## config.mk

```make
export PLATFORM = sky130hd
export DESIGN_NAME = udp_payload_tx_flat
export DESIGN_NICKNAME = d
export VERILOG_FILES = /design/src/rtl/udp_payload_tx_if.sv /design/src/rtl/udp_payload_tx.sv /design/src/flat_wrapper.sv
export SDC_FILE = /design/constraint.sdc
export NUM_CORES = 1
export LEC_CHECK = 0
export ABC_AREA = 1
export BUFFER_PORTS_ARGS = -buffer_cell sky130_fd_sc_hd__buf_4
export CAP_MARGIN = 25
export CORE_ASPECT_RATIO = 2
export CORE_MARGIN = 5
export CORE_UTILIZATION = 40
export CTS_CLUSTER_SIZE = 16
export DETAILED_ROUTE_END_ITERATION = 8
export PLACE_DENSITY = 0.74
export RECOVER_POWER = 50
export SYNTH_ARGS = -nofsm -noshare
export SYNTH_HDL_FRONTEND = slang
export SYNTH_SLANG_ARGS = --single-unit
```

## constraint.sdc

```tcl
create_clock -name clk -period 1.85 [get_ports clk]
set_input_delay 0.0925 -clock clk [delete_from_list [all_inputs] [get_ports clk]]
set_output_delay 0.0925 -clock clk [all_outputs]
set_load 0.005 [all_outputs]
```

## src/rtl/udp_payload_tx_if.sv

```systemverilog
// Payload RAM read port and outgoing byte stream of udp_payload_tx.
interface udp_payload_tx_if;
  logic [9:0]  rd_addr;
  logic [31:0] rd_data;
  logic [7:0]  out_data;
  logic        out_valid;
  logic        out_ready;
  logic        out_last;

  modport master (
    output rd_addr,
    input  rd_data,
    output out_data,
    output out_valid,
    input  out_ready,
    output out_last
  );

  modport slave (
    input  rd_addr,
    output rd_data,
    input  out_data,
    input  out_valid,
    output out_ready,
    input  out_last
  );
endinterface

```

## src/rtl/udp_payload_tx.sv

```systemverilog
// Streams a payload frame from a 32-bit synchronous-read RAM as bytes, LSB first.
// Define UDP_PAYLOAD_TX_STRIP_FCS_EN to drop the trailing FCS word at last_addr.
module udp_payload_tx #(
  parameter logic [9:0] START_ADDR = 10'd0
) (
  input  logic             clk,
  input  logic             rst,
  input  logic             start_read,
  input  logic [9:0]       last_addr,
  output logic             busy,
  output logic             done,
  output logic [12:0]      byte_cnt,
  udp_payload_tx_if.master bus
);

  typedef enum logic [2:0] {IDLE, ADDR, WAIT, SEND, DONE} state_t;

  state_t      state;
  state_t      next_state;
  logic [9:0]  end_addr;
  logic [9:0]  final_addr;
  logic [31:0] word;
  logic [1:0]  byte_idx;
  logic [1:0]  next_idx;
  logic        empty;
  logic        final_word;
  logic        accept;

  // A frame is empty when the borrow of (last - start [- 1]) is set.
`ifdef UDP_PAYLOAD_TX_STRIP_FCS_EN
  assign empty      = (({1'b0, last_addr} - {1'b0, START_ADDR} - 11'd1) >> 10) != 11'd0;
  assign final_addr = end_addr - 10'd1;
`else
  assign empty      = (({1'b0, last_addr} - {1'b0, START_ADDR}) >> 10) != 11'd0;
  assign final_addr = end_addr;
`endif

  assign final_word = (bus.rd_addr == final_addr);
  assign accept     = bus.out_valid && bus.out_ready;
  assign next_idx   = byte_idx + 2'd1;
  assign busy       = (state != IDLE);
  assign done       = (state == DONE);

  always_ff @(posedge clk or negedge rst) begin
    if (!rst) begin
      state <= IDLE;
    end else begin
      state <= next_state;
    end
  end

  always_comb begin
    next_state = state;
    case (state)
      IDLE: begin
        if (start_read) begin
          next_state = empty ? DONE : ADDR;
        end
      end
      ADDR:    next_state = WAIT;
      WAIT:    next_state = SEND;
      SEND: begin
        if (accept && (byte_idx == 2'd3)) begin
          next_state = final_word ? DONE : ADDR;
        end
      end
      DONE:    next_state = IDLE;
      default: next_state = IDLE;
    endcase
  end

  // The first SEND cycle only loads byte 0, so out_valid trails the word capture by one cycle.
  always_ff @(posedge clk or negedge rst) begin
    if (!rst) begin
      end_addr      <= '0;
      word          <= '0;
      byte_idx      <= '0;
      byte_cnt      <= '0;
      bus.rd_addr   <= START_ADDR;
      bus.out_data  <= '0;
      bus.out_valid <= 1'b0;
      bus.out_last  <= 1'b0;
    end else begin
      case (state)
        IDLE: begin
          if (start_read) begin
            end_addr    <= last_addr;
            bus.rd_addr <= START_ADDR;
            byte_cnt    <= '0;
          end
        end
        WAIT: begin
          word     <= bus.rd_data;
          byte_idx <= 2'd0;
        end
        SEND: begin
          if (!bus.out_valid) begin
            bus.out_valid <= 1'b1;
            bus.out_data  <= word[7:0];
            bus.out_last  <= 1'b0;
          end else if (bus.out_ready) begin
            byte_cnt <= byte_cnt + 13'd1;
            if (byte_idx == 2'd3) begin
              bus.out_valid <= 1'b0;
              bus.out_last  <= 1'b0;
              if (!final_word) begin
                bus.rd_addr <= bus.rd_addr + 10'd1;
              end
            end else begin
              byte_idx     <= next_idx;
              bus.out_data <= word[{next_idx, 3'b000} +: 8];
              bus.out_last <= final_word && (next_idx == 2'd3);
            end
          end
        end
        default: begin
        end
      endcase
    end
  end

endmodule

```

## src/flat_wrapper.sv

```systemverilog
// flat-port wrapper written by rule: the top's interface ports become plain ports
module udp_payload_tx_flat 
#(
  parameter logic [9:0] START_ADDR = 10'd0
)
  (clk, rst, start_read, last_addr, busy, done, byte_cnt, bus_rd_addr, bus_rd_data, bus_out_data, bus_out_valid, bus_out_ready, bus_out_last);
  udp_payload_tx_if bus_i ();
  input  logic clk;
  input  logic rst;
  input  logic start_read;
  input  logic [9:0] last_addr;
  output logic busy;
  output logic done;
  output logic [12:0] byte_cnt;
  output wire logic [$bits(bus_i.rd_addr)-1:0] bus_rd_addr;
  input wire logic [$bits(bus_i.rd_data)-1:0] bus_rd_data;
  output wire logic [$bits(bus_i.out_data)-1:0] bus_out_data;
  output wire logic [$bits(bus_i.out_valid)-1:0] bus_out_valid;
  input wire logic [$bits(bus_i.out_ready)-1:0] bus_out_ready;
  output wire logic [$bits(bus_i.out_last)-1:0] bus_out_last;
  assign bus_rd_addr = bus_i.rd_addr;
  assign bus_i.rd_data = bus_rd_data;
  assign bus_out_data = bus_i.out_data;
  assign bus_out_valid = bus_i.out_valid;
  assign bus_i.out_ready = bus_out_ready;
  assign bus_out_last = bus_i.out_last;
  udp_payload_tx #(.START_ADDR(START_ADDR)) u_core (.clk(clk), .rst(rst), .start_read(start_read), .last_addr(last_addr), .busy(busy), .done(done), .byte_cnt(byte_cnt), .bus(bus_i));
endmodule
```

After elaboration in Yosys (flattened, before gate mapping) --
Index checks and enable logic that the tools add are counted.
Word-level totals: input bits 46, word-level logic and storage cells 70, bits in registers 80, output and inout bits 35
Cells by class: eq/ne operators 16, muxes and demuxes 27, shift operators 1, add/subtract/negate cells 3, reduce and logical (&&, ||, !) cells 14
Operator list (count):
- two-way mux 10 bit | 5
- two-way mux 13 bit | 3
- indexed part select 32 x 6 -> 8 bit | 1
- case mux 13 bit (2 select lines) | 1
- two-way mux 8 bit | 3
- case mux 10 bit (2 select lines) | 1
- adder 13 x 1 -> 13 bit (second input constant) | 1
- inequality test 2 bit (second input constant) | 6
- case mux 3 bit (4 select lines) | 1
- adder 10 x 1 -> 10 bit (second input constant) | 1
- equality test 10 bit | 1
- two-way mux 3 bit | 3
- AND reduction 4 bit | 2
- equality test 3 x 2 -> 1 bit (second input constant) | 2
- two-way mux 1 bit | 6
- two-way mux 2 bit | 3
- inequality test 2 x 1 -> 1 bit (second input constant) | 3
- AND reduction 2 bit | 3
- AND reduction 6 bit | 1
- equality test 2 bit (second input constant) | 2
- case mux 2 bit (2 select lines) | 1
- nonzero test 2 bit | 2
- equality test 3 x 1 -> 1 bit (second input constant) | 1
- equality test 3 bit (second input constant) | 1
- 5 further kinds | 7

Depth between registers and ports, before layout --
depth after elaboration 6, gate-level depth with buffers 11, mapped depth without buffers 11

Least setup slack after synthesis --
Ideal clock, no wire load.
path kind register to register, start register u_core.byte_idx[0], end register u_core.bus.out_data[2], required time 1.729 ns, stages on the path, launching flop included 11, period minus slack after synthesis 1.901 ns, path buffers 3, arrival 1.780 ns, path slack -0.051 ns, library setup time 0.121 ns, path through dfrtp_1 clkbuf_2 clkinv_1 buf_2 ha_1 clkbuf_1 o21ai_0 a21oi_1 a21oi_1 o21ai_1 nand2_1
Between the ends: cells in the longest elaborated chain, start to end 5, elaborated cells between the ends (all ways) 8, classes of those cells add/sub: 1; eq/ne: 2; shift: 1; mux: 3; reduce/logical: 1
Ends and longest elaborated chain:
- start: declaration | RTL line udp_payload_tx.sv:23 | logic [1:0] byte_idx;
- start signal: assignment | RTL line udp_payload_tx.sv:110 | byte_idx <= next_idx;
- adder 2 x 1 -> 2 bit | RTL line udp_payload_tx.sv:40 | assign next_idx = byte_idx + 2'd1;
- indexed part select 32 x 6 -> 8 bit | RTL line udp_payload_tx.sv:111 | bus.out_data <= word[{next_idx, 3'b000} +: 8];
- two-way mux 8 bit | RTL line udp_payload_tx.sv:103 | if (byte_idx == 2'd3) begin
- two-way mux 8 bit | RTL line udp_payload_tx.sv:101 | end else if (bus.out_ready) begin
- two-way mux 8 bit | RTL line udp_payload_tx.sv:97 | if (!bus.out_valid) begin
- end signal: assignment | RTL line udp_payload_tx.sv:99 | bus.out_data <= word[7:0];
- end signal: assignment | RTL line udp_payload_tx.sv:111
- end: declaration | RTL line udp_payload_tx_if.sv:13 | output out_data,
Several ways; a longest one is shown, not always the timed one. The select of a mux whose other input is x is not followed. A chain may end at the register's enable or synchronous reset.

Worst setup path in the final report --
start register u_core.bus.out_valid, end register u_core.byte_cnt[7]
Between the ends: cells in the longest elaborated chain, start to end 2
Ends and longest elaborated chain:
- start: declaration | RTL line udp_payload_tx_if.sv:14 | output out_valid,
- start signal: assignment | RTL line udp_payload_tx.sv:81 | bus.out_valid <= 1'b0;
- start signal: assignment | RTL line udp_payload_tx.sv:98 | bus.out_valid <= 1'b1;
- start signal: assignment | RTL line udp_payload_tx.sv:104 | bus.out_valid <= 1'b0;
- inequality test 2 x 1 -> 1 bit (no line)
- AND reduction 4 bit (no line)
- end signal: assignment | RTL line udp_payload_tx.sv:102 | byte_cnt <= byte_cnt + 13'd1;
- end: declaration | RTL line udp_payload_tx.sv:12 | output logic [12:0] byte_cnt,
Every way passes these cells.

==> impl_metrics.csv <==
group,metric,value,unit
clocking,cts_root_buffer,"clkbuf_16",
sta,rsz0062_at_grt,"false",
sta,fin_crit_sh,90.5,%
clocking,clk_pin_slew,0.06,ns
worst_setup_path,path_delay_family,"simple AND/OR/NAND/NOR gates",
worst_setup_path,regToRegStartpoint,"u_core.bus.out_valid",
yosys,syn_inst,495,
routing,dr.pass1.iters,4,
placed_design,dpl_worst_slack,0.0945,ns
min_path,worstHoldStart,"last_addr[1]",
floorplan,num_rows,52,
worst_setup_path,critPathCaptureType,"register",
status,status,"completed",
clocking,cts_made_buffers,9,
clocking,cts_sinks,80,
yosys,synth_flop_cell,"dfrtp_1",
global_route,grt_antenna_before_repair,0,
global_route,met2_usage,31.8,%
global_route,grt.busiest_layer,"met2",
floorplan,die-area,0.0126,mm^2
yosys,synthesis.area,0.00413,mm^2
worst_setup_path,cpPeakStageDelay,0.47,ns
routing,wirelength,10.3,mm
sta,tightest_slew,1.09,ns
routing,drtIter0Drc,117,
floorplan,die_x,81.9,um
clocking,insertion_delay,0.33,ns
routing,wl_per_cell,13.8,um
placed_design,io_buffers,80,
yosys,synthesis.nets,545,
cells_and_area,antenna_cells,0,
routing,antenna_left,0,
global_route,grt_pass1_wl,16.9,mm
yosys,synth_area_leaders,"dfrtp_1 48%, nand2_1 11%, mux2_2 7.1%",
global_route,overflow,0,
global_route,grt_use_total,17.3,%
cells_and_area,multi_input_area,0.00187,mm^2
power_and_ir_drop,p_leak,2.60,nW
worst_setup_path,critPathBufInv,2,
routing,vias_per_cell,4.97,
min_path,whs_path_depth,3,
power_and_ir_drop,power.ir.vdd_worst,806,uV
cells_and_area,seqCellArea,0.00200,mm^2
floorplan,num_io_pins,81,
sta,maxSlewHeadroom,27.2,%
clocking,cts_max_path_buffers,2,
sta,clock_skew,0.00373,ns
cells_and_area,layout_common_cells,"116 x nand2_1, 79 x dfrtp_1, 77 x buf_4",
worst_setup_path,start_kind,"register",
cells_and_area,nNetsFinal,660,
sta,timing.final.ws_setup,0.176,ns
worst_setup_path,cpMostUsedCell,"nor2_1",
yosys,ys_seq_elements,80,
sta,min_period,1.67,ns
floorplan,start_util,40.7,%
worst_setup_path,cp_cell_sequence,"inv_1 -> o21ai_1 -> nand3_4 -> inv_2 -> nand3_1 -> nor2_1 -> nor2_1",
power_and_ir_drop,power_density,1410,mW/mm^2
clocking,htree_levels,3,
cells_and_area,syn2layout_area_growth,31.5,%
worst_setup_path,r2r_cells,7,
worst_setup_path,ff2ff_setup_slack,0.18,ns
worst_setup_path,crit_fanout,11,
yosys,ys_seq_area_share,48.4,%
min_path,holdPathEnd,"u_core.end_addr[1]",
worst_setup_path,critPathKind,"register to register",
routing,drc,0,
cells_and_area,fillers,956,
global_route,grt_pass1_vias,3670,
sta,holdWs,0.0103,ns
sta,hold_viol,0,
yosys,synth_top_area_cell,"dfrtp_1",
min_path,hp-class,"input port to register",
routing,dr_total_vias,3714,
cells_and_area,drive_above_1_share,24.0,%
global_route,globalRouteMet3Util,3.86,%
yosys,synth_top_area_share,48.4,%
worst_setup_path,slowest_stage,"dfrtp_1",
sta,finalSetupViolations,0,
yosys,synthArstFlopShare,100,%
floorplan,core_area,0.0101,mm^2
yosys,synth_edf_count,0,
floorplan,die_height,154,um
run,maxCapViolations,0,
yosys,synth_cell_types,38,
worst_setup_path,r2r_end,"u_core.byte_cnt[7]",
yosys,yosys_warnings,0,
cells_and_area,mostFrequentLayoutCell,"nand2_1",
global_route,grt_max_degree,81,
placed_design,place_hpwl,7.75,mm
placed_design,gp_congestion,0.836,
global_route,met1_usage,18.0,%
sta,slew_viol_final,0,
clocking,cts_tree,"built",
sta,fin_tns_setup,0,ns
worst_setup_path,arrival,1.90,ns
sta,fmax,597,MHz
worst_setup_path,required,2.07,ns
yosys,syn_area_per_cell,8.35,um^2
## final cells by class
class	instances	share of cell area, %
clock buffers	10	4.40
clock inverters	4	0.414
inverters	48	3.32
multi-input cells	349	34.4
flip-flops and latches	80	36.9
well taps	135	3.11
repair buffers	122	17.5
## cell usage after synthesis (5+ instances only)
master and number:
nor3b_1 5, nand2_1 116, o21ai_1 9, o21ai_0 27, inv_1 44, xor2_1 5
buf_2 7, dfrtp_1 80, nand4_1 9, a21oi_1 26, nor2_1 65, clkbuf_1 6
nand3_1 25, mux2_2 26
## repair_timing
action / 4_1_cts / 5_1_grt
setup endpoints to repair: 0 / 12
gates resized for setup: 0 / 3
setup buffers: 0 / 0
hold buffers: 27 / 0
hold endpoints to repair: 106 / 0
## layer usage
| layer | wire length (um) | part of all wire, % |
|---|---|---|
| met5 | 0 | 0 |
| met3 | 506 | 4.9 |
| met4 | 253 | 2.4 |
| met1 | 3720 | 36 |
| met2 | 5860 | 57 |
## logic make-up (layout without fill, tap and decap cells)
family                     Yosys count  after routing  synth area share [%]
buffers and inverters               66            184                  6.69
adders and majority gates            4              4                  1.21
DFF                                 80             80                  48.4
xor gates and xnor gates             7              7                  1.48
muxes                               26             26                  7.08
and+or+nand+nor                    236            236                  24.7
AOI/OAI and AO/OA                   76             76                  10.4
## sequential cells by signal, indices dropped and copies added, names as in the netlist
name	count
u_core.bus.out_last	1
u_core.end_addr	10
u_core.state	3
u_core.byte_cnt	13
u_core.bus.out_valid	1
u_core.bus.rd_addr	10
u_core.bus.out_data	8
u_core.word	32
u_core.byte_idx	2
## through the flow
step           area, um^2  power [mW]  cells  util (%)
4_1_cts              5460        7.77    748      53.8
2_1_floorplan        4130        5.09    495         -
5_1_grt              5430        8.28    748      53.5
3_3_place_gp         4930        5.99    707      48.6
6_report             5430        7.69    748      53.5
3_5_place_dp         4930        6.12    707      48.6
## how the worst max path moves through the flow
stage                          start                     end  cells after the start
3_5_place_dp      u_core.byte_idx[0]   u_core.bus.rd_addr[6]                      8
4_1_cts           u_core.byte_idx[0]   u_core.bus.rd_addr[6]                      8
6_report        u_core.bus.out_valid      u_core.byte_cnt[7]                      7
2_1_floorplan     u_core.byte_idx[0]  u_core.bus.out_data[2]                     10
5_1_grt        u_core.bus.rd_addr[7]   u_core.bus.rd_addr[7]                     10
3_3_place_gp      u_core.byte_idx[0]   u_core.bus.rd_addr[6]                      8
## power by group
part | total, mW | switching [mW] | internal, mW | leakage (nW)
combinational | 3.27 | 1.89 | 1.38 | 1.49
clock | 1.57 | 0.653 | 0.921 | 0.130
sequential | 2.84 | 0.435 | 2.41 | 0.982
## worst min-delay path, cell delays in order
cell	delay [ns]
buf_4	0.07
nor2_1	0.03
a21oi_1	0.10
Note: power is estimated with default switching activity, not from simulation.
